### src/rtl/servo_ramp.sv
// servo_ramp: slew-rate-limited servo on-time generator with target handshake
module servo_ramp #(
  parameter int W = 15,
  parameter logic [W-1:0] MIN_T = 15'h1770,
  parameter logic [W-1:0] MAX_T = 15'h5dc0,
  parameter logic [W-1:0] DEF_T = 15'h3a98,
  parameter int DIV_W = 10
) (
  input  logic         clk,
  input  logic         rst,
  input  logic [W-1:0] tgt_i,
  input  logic [7:0]   step_i,
  input  logic         tgt_vld_i,
  output logic         tgt_rdy_o,
  output logic [W-1:0] on_t_o,
  output logic         busy_o,
  output logic         done_o
);
  typedef enum logic {IDLE, RAMP} state_t;
  state_t state, state_n;
  logic [W-1:0] tgt_r, tgt_c, on_t_n, stp;
  logic [7:0] step_r;
  logic [DIV_W-1:0] cnt;
  logic [W:0] diff;
  logic tick, acc, fin, up, done_n;
  assign tick = &cnt;
  assign tgt_rdy_o = (state == IDLE) && !rst;
  assign acc = tgt_vld_i && tgt_rdy_o;
  assign busy_o = state == RAMP;
  assign tgt_c = tgt_i < MIN_T ? MIN_T : tgt_i > MAX_T ? MAX_T : tgt_i;
  assign up = tgt_r > on_t_o;
  assign diff = up ? {1'b0, tgt_r} - {1'b0, on_t_o} : {1'b0, on_t_o} - {1'b0, tgt_r};
  assign stp = {{(W-8){1'b0}}, step_r};
  assign fin = diff <= {1'b0, stp};
  // next state and on-time: move only on tick while ramping, snap to target when within one step
  always_comb begin
    state_n = state == IDLE ? (acc ? RAMP : IDLE) : (tick && fin ? IDLE : RAMP);
    done_n = state == RAMP && tick && fin;
    on_t_n = state == RAMP && tick ? (fin ? tgt_r : up ? on_t_o + stp : on_t_o - stp) : on_t_o;
  end
  // state, on-time, tick divider and captured target/step registers
  always_ff @(posedge clk) begin
    if (rst) begin
      state <= IDLE;
      on_t_o <= DEF_T;
      done_o <= 1'b0;
      cnt <= '0;
      tgt_r <= DEF_T;
      step_r <= 8'd1;
    end else begin
      state <= state_n;
      on_t_o <= on_t_n;
      done_o <= done_n;
      cnt <= cnt + 1'b1;
      if (acc) begin
        tgt_r <= tgt_c;
        step_r <= step_i == 8'd0 ? 8'd1 : step_i;
      end
    end
  end
endmodule

### config.mk
export PLATFORM = sky130hd
export DESIGN_NAME = servo_ramp
export DESIGN_NICKNAME = d
export VERILOG_FILES = /design/src/rtl/servo_ramp.sv
export SDC_FILE = /design/constraint.sdc
export NUM_CORES = 1
export LEC_CHECK = 0
export CAP_MARGIN = 20
export CORE_MARGIN = 4
export CORE_UTILIZATION = 40
export DETAILED_ROUTE_END_ITERATION = 12
export SLEW_MARGIN = 20
export SYNTH_ARGS = -nofsm -noshare
export SYNTH_HDL_FRONTEND = slang
export SYNTH_SLANG_ARGS = --single-unit
### constraint.sdc
create_clock -name clk -period 5.8 [get_ports clk]
set_clock_uncertainty 0.15 [all_clocks]
set_input_delay 1.16 -clock clk [delete_from_list [all_inputs] [get_ports clk]]
set_output_delay 1.16 -clock clk [all_outputs]
set_load 0.05 [all_outputs]
* After elaboration in Yosys (flattened, before gate mapping)
Index checks and enable logic that the tools add are counted.
** Word-level totals
- Flip-flop bits (word level) :: 50
- Word-level logic and storage cells :: 33
- Input port bits :: 26
** Operators by class
- Reduce and logical (&&, ||, !) cells :: 8
- Bitwise gates (word level) :: 1
- Order comparisons :: 4
- Muxes and demuxes :: 9
- Add/subtract/negate cells :: 5
** Operators by type and width (count)
- $mux 15 :: 4
- $sub 15x15->16 :: 2
- $le 16x8->1 :: 1
- $mux 16 :: 1
- $add 15x8->15 :: 1
- $gt 15x15->1 :: 1
- $gt 15x15->1 const B :: 1
- $lt 15x13->1 const B :: 1
- $sub 15x8->15 :: 1
- $add 10x1->10 const B :: 1
- $reduce_and 10->1 :: 1
- $logic_not 8->1 :: 1
- $mux 8 :: 1
- $logic_and 1x1->1 :: 5
- $mux 1 :: 3
- $logic_not 1->1 :: 1
- $not 1->1 :: 1

* Logic depth before layout (Yosys ltp)
Gate-level depths: netlist of run 1.
- Word-level depth :: 6
- Mapped depth :: 22
- Depth with buffers taken out :: 21

* Worst setup path before layout of run 1
OpenSTA, ideal clock, no wires.
- Kind :: reg2reg
- Start point :: register on_t_o[6]
- End point :: register on_t_o[13]
- Period minus slack after synthesis :: 4.671 ns
- Data required time :: 5.504 ns
- Data arrival time :: 4.375 ns
- Stages on the path, launching flop included :: 22
- Slack :: 1.129 ns
- Path through :: dfxtp_1 -> inv_1 -> ha_1 -> buf_2 -> nand4_1 -> a21oi_1 -> o21ai_1 -> a21oi_2 -> buf_2 -> nor2_1 -> a21o_1 -> inv_1 -> ha_1 -> nor2b_1 -> o21a_1 -> o21ai_0 -> a211oi_1 -> o31ai_1 -> nor3_1 -> or4_1 -> a21oi_1 -> a311oi_1
** Between the ends
- Cells in the longest elaborated chain, start to end :: 4
** Ends and longest elaborated chain
- start: declaration :: RTL line 15 : output logic [W-1:0] on_t_o,
- start signal: assignment :: RTL line 52 : on_t_o <= on_t_n;
- $sub 15x15->16 or $gt 15x15->1 (tied branches) :: RTL line 32, 31
- $mux 16 :: RTL line 32 : assign diff = up ? {1'b0, tgt_r} - {1'b0, on_t_o} : {1'b0, on_t_o} - {1'b0, tgt_r};
- $le 16x8->1 :: RTL line 34 : assign fin = diff <= {1'b0, stp};
- $mux 15 (*) :: RTL line 39 : on_t_n = state == RAMP && tick ? (fin ? tgt_r : up ? on_t_o + stp : on_t_o - stp) : on_t_o;
Mark *: on every way between the ends. The rest lies on a longest branch, timed or not.
A chain may end at the register's enable or synchronous reset.

* Worst setup path in the final report of run 1
- Start point :: register on_t_o[8]
- End point :: register on_t_o[14]
Same word-level chain as after synthesis.

==> results of run 1 <==
-- layout by cell type, fill, tap and decap left out, types with 20 or more instances in the layout --
| cell | synthesis | final |
|---|---|---|
| o21ai_0 | 29 | 29 |
| nor3_1 | 36 | 35 |
| ha_1 | 54 | 54 |
| clkdlybuf4s50_1 | 0 | 42 |
| inv_1 | 50 | 50 |
| nand2_1 | 42 | 42 |
| nand3_1 | 23 | 23 |
| a21oi_1 | 47 | 47 |
| nor2_1 | 55 | 55 |
| dfxtp_1 | 50 | 50 |
| xnor2_1 | 20 | 20 |
-- final cells by class --
type	instances	area share, %
clock buffer	6	2.51
timing repair buffer	49	8.50
sequential	50	18.1
inverter	50	3.39
tap	147	3.32
clock inverter	2	0.294
multi-input combinational	505	63.9
-- final timing paths --
kind,from,end,slack (ns),cells after the start
worst max-delay path,on_t_o[8],on_t_o[14],0.63,18
worst min register to register,cnt[0],cnt[0],0.30,1
worst max register to register,on_t_o[8],on_t_o[14],0.63,18
worst min-delay path,cnt[0],cnt[0],0.30,1
-- report_power, final --
group / switching [µW] / internal (µW) / leakage (µW)
Sequential: 17.4 / 358 / 0.000409
Combinational: 403 / 278 / 0.00171
Clock: 136 / 173 / 0.0000735
Total: 556 / 810 / 0.00219
-- synth_stat cells (3+ instances only) --
| master | instances |
|---|---|
| nand2_1 | 42 |
| a311oi_1 | 9 |
| o21ai_0 | 29 |
| xnor2_1 | 20 |
| a311oi_2 | 3 |
| ha_1 | 54 |
| a21o_1 | 13 |
| and2_1 | 3 |
| a21oi_1 | 47 |
| a211oi_1 | 5 |
| buf_4 | 7 |
| and3_1 | 3 |
| o21ai_1 | 9 |
| clkbuf_1 | 13 |
| o21a_1 | 11 |
| nand2b_1 | 5 |
| xor2_1 | 10 |
| dfxtp_1 | 50 |
| buf_6 | 4 |
| buf_2 | 4 |
| o31ai_1 | 14 |
| fa_1 | 3 |
| a22oi_1 | 4 |
| inv_1 | 50 |
| nor2b_1 | 13 |
| o41ai_1 | 3 |
| o211ai_1 | 5 |
| a211o_1 | 6 |
| or3_1 | 10 |
| nor3_1 | 36 |
| and4_1 | 3 |
| nand3_1 | 23 |
| mux2i_1 | 5 |
| a31oi_1 | 5 |
| o311ai_0 | 3 |
| nand4_1 | 8 |
| nor2_1 | 55 |
| nor4_1 | 4 |
-- flip-flops by register name, indices dropped and copies added (netlist names) --
name / count
on_t_o: 15
step_r: 8
cnt: 10
done_o: 1
tgt_r: 15
busy_o: 1
-- per-stage QoR --
stage / instances / cell area [µm²] / utilization (%) / power [µW] / hold slack (ns)
6_report: 809 / 5530 / 46.1 / 1370 / 0.302
2_1_floorplan: 635 / 4890 / - / 903 / 0.268
4_1_cts: 809 / 5530 / 46.1 / 1360 / 0.307
5_1_grt: 809 / 5530 / 46.1 / 1460 / 0.345
3_3_place_gp: 801 / 5380 / 44.8 / 1050 / 0.281
3_5_place_dp: 801 / 5380 / 44.8 / 1050 / 0.295
-- critical path: cells and delay by family (launching register included) --
family	cells	cell delay [ns]
xor+xnor	1	0.24
simple gates	2	0.51
buf+inv	1	0.08
compound gates	11	2.37
flops	1	0.52
fa+ha+maj	2	0.82
mux	1	0.36
-- per-layer routing --
metal / up-vias / track usage, % / part of all wire (%)
met5: - / 0 / 0
met4: 0 / 5.79 / 2.2
met3: 21 / 2.68 / 5.2
met2: 128 / 32.4 / 45
met1: 2313 / 30.2 / 48
li1: 2378 / - / -
-- cell families (layout without fill, tap and decap cells) --
kind of cell | Yosys count | after routing | share of synthesized area [%]
and+or+nand+nor | 220 | 220 | 23.2
xor gates and xnor gates | 30 | 30 | 5.37
buffers and inverters | 80 | 107 | 7.39
AOI/OAI and AO/OA | 193 | 193 | 27.5
adders and majority gates | 57 | 57 | 15.0
DFF | 50 | 50 | 20.5
muxes | 5 | 5 | 1.02
==> impl_metrics.csv, run 1 <==
group,metric,value,unit
detailed_routing,ant_nets,0,
power,p_per_area,247,nW/µm²
clocking,numCtsBuffers,5,
sta,hold_viol,0,
clocking,cts_hold_buf,0,
setup_path,crit_path_cell_trace,"inv_1 -> ha_1 -> nand4_1 -> nor2_1 -> o21ai_1 -> a21oi_2 -> o31ai_1 -> xnor2_1 -> ha_1 -> o21a_1 -> o31a_1 -> o211ai_1 -> a21oi_1 -> o31ai_1 -> mux2i_1 -> a21oi_1 -> o21ai_0 -> o211ai_1",
sta,fmax,193,MHz
setup_path,critPathMaxStageDelay,0.57,ns
global_route,first_global_vias,4517,
sta,period_needed,5.17,ns
logic_synthesis,synth_top_area_share,20.5,%
clocking,cts_tree,"done",
power,max-vdd-ir-drop,0.000121,V
setup_path,cp_max_fo,13,
detailed_routing,drc,0,
logic_synthesis,async_flop_share,0,%
die,ios,44,
clocking,cts-resized-gates,0,
sta,final.setup.tns,0,ns
placement,gp_congestion,0.917,
detailed_routing,wirelength,14.7,mm
final_layout,multi_input_area,3530,µm²
detailed_routing,routed_via_density,5.98,
final_layout,antenna_cells,0,
global_route,antenna_found_initial,0,
power,p_leak,0.00219,µW
flow_run,drv_cap,0,
clocking,cts.sinks,50,
logic_synthesis,synth_nets,718,
clocking,insertion_delay,0.30,ns
final_layout,fillerInstances,1183,
logic_synthesis,synth-edff-count,0,
logic_synthesis,synth.largest_area_cell,"dfxtp_1",
global_route,grt.total_usage,20.8,%
setup_path,setup.worst_path.class,"reg -> reg",
setup_path,cpMaxStageDelayCell,"a21oi_2",
die,die-area,14100,µm²
clocking,postCtsSetupBuffers,0,
sta,max_slew_margin,37.5,%
placement,post-dp-hpwl,11.9,mm
setup_path,cp-start-kind,"register",
final_layout,syn_to_final_growth,13.1,%
logic_synthesis,ys_types,73,
sta,post-route-period-util,89.2,%
setup_path,cp.required,5.82,ns
die,num_rows,40,
placement,io_buffers,43,
run_status,status,"finished, final reports clean",
detailed_routing,firstDrtPassIters,6,
logic_synthesis,yosys_warnings,0,
clocking,cts_buffer_depth,2,
sta,worst_slew_pin_slew,0.914,ns
die,core,12000,µm²
detailed_routing,wl_per_cell,18.2,µm
clocking,cts-root-buf,"clkbuf_16",
global_route,grt_pass1_wl,23.9,mm
final_layout,layout.nets,744,
final_layout,layout-drive-gt1-share,5.59,%
logic_synthesis,avgSynthCellArea,7.70,µm²
placement,place_ws,0.735,ns
logic_synthesis,synthFlopType,"dfxtp_1",
final_layout,seqCellArea,1000,µm²
sta,layout_setup_ws,0.626,ns
logic_synthesis,ys_seq_elements,50,
setup_path,critPathCaptureType,"register",
detailed_routing,drt_iter0_drc,425,
global_route,grt-ovfl-total,0,
die,initial_core_util,40.7,%
global_route,grt_start_max_net_pins,64,
clocking,clk_pin_slew_worst_paths,0.07,ns
sta,slew_viol_final,0,
logic_synthesis,synth_area_leaders,"dfxtp_1, ha_1, a21oi_1",
sta,setup_viol,0,
setup_path,cp.arrival,5.20,ns
min_path,hold_path.class,"reg -> reg",
logic_synthesis,ys_seq_area_share,20.5,%
logic_synthesis,synth_area,4890,µm²
die,die_w,119,µm
die,fp.dieH,119,µm
detailed_routing,routed-via-count,4840,
logic_synthesis,syn_inst,635,
sta,rsz0062_at_grt,"false",
clocking,h-tree-depth,2,
Power figures use the tool's default switching activity.
==> run 2: changes to the inputs <==
CORE_MARGIN = 2   (was 4)
==> run 2 against run 1 <==
Sequential power barely moved; via count fell by 1.9%; non-clock buffer count fell by 1; largest cell class unchanged; core utilization rose by 0.32 points.
==> impl_metrics.csv, run 2 (synthesis gave the netlist of run 1 again) <==
group,metric,value,unit
sta,fmax,189,MHz
sta,period_needed,5.28,ns
detailed_routing,routed_via_density,5.88,
setup_path,ff2ff_setup_slack,0.52,ns
final_layout,fillerInstances,1181,
global_route,grt.total_usage,22.8,%
power,max-vdd-ir-drop,0.000165,V
setup_path,regToRegEndpoint,"on_t_o[14]",
final_layout,postLayoutCoreUtil,46.4,%
die,core,12000,µm²
clocking,cts-root-buf,"clkbuf_16",
setup_path,worstSetupEndpoint,"on_t_o[14]",
power,p_per_area,254,nW/µm²
final_layout,multi_input_area,3530,µm²
flow_run,drv_cap,0,
die,num_rows,40,
final_layout,layout-drive-gt1-share,5.45,%
setup_path,reg2reg_depth,17,
setup_path,cp_max_fo,13,
global_route,grt-ovfl-total,0,
setup_path,critPathCaptureType,"register",
detailed_routing,routed-via-count,4749,
setup_path,crit_path_cell_trace,"inv_1 -> ha_1 -> nand4_1 -> nor4_4 -> a21o_1 -> nor2_1 -> xnor2_1 -> ha_1 -> nor2b_1 -> o31a_1 -> o211ai_1 -> a21oi_1 -> o31ai_1 -> mux2i_1 -> a21oi_1 -> o21ai_0 -> o211ai_1",
setup_path,critPathMaxStageDelay,0.51,ns
clocking,clk_pin_slew_worst_paths,0.07,ns
detailed_routing,drc,0,
clocking,numCtsBuffers,5,
setup_path,cp.arrival,5.30,ns
final_layout,layout.nets,743,
setup_path,cpMaxStageDelayCell,"dfxtp_1",
clocking,cts-resized-gates,0,
clocking,cts.sinks,50,
placement,post-dp-hpwl,11.8,mm
sta,worst_slew_pin_slew,0.930,ns
detailed_routing,drt_iter0_drc,367,
sta,hold_viol,0,
final_layout,layout.cells.most_common,"nor2_1",
detailed_routing,ant_nets,0,
die,die_w,115,µm
setup_path,setup.worst_path.class,"reg -> reg",
sta,max_slew_margin,38.0,%
die,die-area,13100,µm²
clocking,cts_hold_buf,0,
final_layout,syn_to_final_growth,13.4,%
die,fp.dieH,115,µm
detailed_routing,wl_per_cell,18.3,µm
clocking,cts_tree,"done",
final_layout,mostFrequentLayoutCells,"nor2_1, ha_1, inv_1, dfxtp_1, a21oi_1",
sta,setup_viol,0,
setup_path,crit_start,"on_t_o[10]",
sta,rsz0062_at_grt,"false",
min_path,hold_path.class,"reg -> reg",
placement,io_buffers,43,
run_status,status,"finished, final reports clean",
die,ios,44,
clocking,h-tree-depth,2,
detailed_routing,wirelength,14.8,mm
setup_path,reg2reg_from,"on_t_o[10]",
clocking,insertion_delay,0.29,ns
setup_path,cp-start-kind,"register",
setup_path,cp.required,5.81,ns
global_route,antenna_found_initial,0,
final_layout,largestRegisters,"on_t_o: 15 flops, tgt_r: 15 flops, cnt: 10 flops",
power,p_leak,0.00220,µW
sta,post-route-period-util,91.1,%
sta,slew_viol_final,0,
global_route,grt_pass1_wl,23.7,mm
clocking,cts_buffer_depth,2,
global_route,first_global_vias,4453,
placement,gp_congestion,0.941,
global_route,grt_start_max_net_pins,64,
sta,holdWs,0.304,ns
detailed_routing,firstDrtPassIters,6,
clocking,postCtsSetupBuffers,0,
die,initial_core_util,40.9,%
final_layout,antenna_cells,0,
final_layout,seqCellArea,1000,µm²
sta,final.setup.tns,0,ns
run 2: cell types whose count changed in the layout (fill, tap and decap cells not counted), sizes merged:
cell | previous run | this run
clkinvlp | 1 | 0
buf | 7 | 6
bufinv | 0 | 1
run 2: worst min path at each step:
| stage | start | end | slack, ns | depth (start not counted) |
|---|---|---|---|---|
| floorplan | cnt[0] | cnt[0] | 0.27 | 1 |
| global route | cnt[0] | cnt[0] | 0.34 | 1 |
| detailed placement | cnt[0] | cnt[0] | 0.30 | 1 |
| global placement | cnt[0] | cnt[0] | 0.28 | 1 |
| CTS | cnt[0] | cnt[0] | 0.31 | 1 |
| finish | cnt[0] | cnt[0] | 0.30 | 1 |
run 2: report_power, final:
part	internal [µW]	switching [µW]	total (µW)
Clock	217	134	351
Sequential	358	18.0	376
Combinational	278	407	685
run 2: worst max-delay path, delay by kind of cell, from the launching register on:
kind            cells  cell delay [ns]
xor+xnor            1             0.21
simple gates        4             1.05
fa+ha+maj           2             0.80
buf+inv             1             0.09
flops               1             0.51
compound gates      8             2.00
mux                 1             0.36
run 2: layer usage:
layer | track usage, % | part of all wire [%] | vias up
met5 | 0 | 0 | -
li1 | - | - | 2362
met4 | 7.07 | 2.0 | 0
met2 | 35.6 | 44 | 128
met3 | 2.91 | 4.9 | 18
met1 | 32.6 | 49 | 2241
run 2: through the flow:
step                cells  power (µW)  setup WS, ns  area [µm²]
global route          808        1510         0.206        5550
finish                808        1410         0.516        5550
global placement      800        1050         0.735        5370
detailed placement    800        1060         0.645        5370
floorplan             635         903          1.13        4890
CTS                   808        1400         0.618        5550
run 2: cell type report:
class | instances | area share, %
clock buffers | 6 | 2.50
inverters | 50 | 3.38
clock inverters | 2 | 0.699
multi-input cells | 505 | 63.7
repair buffers | 48 | 8.34
well taps | 147 | 3.32
flip-flops and latches | 50 | 18.0
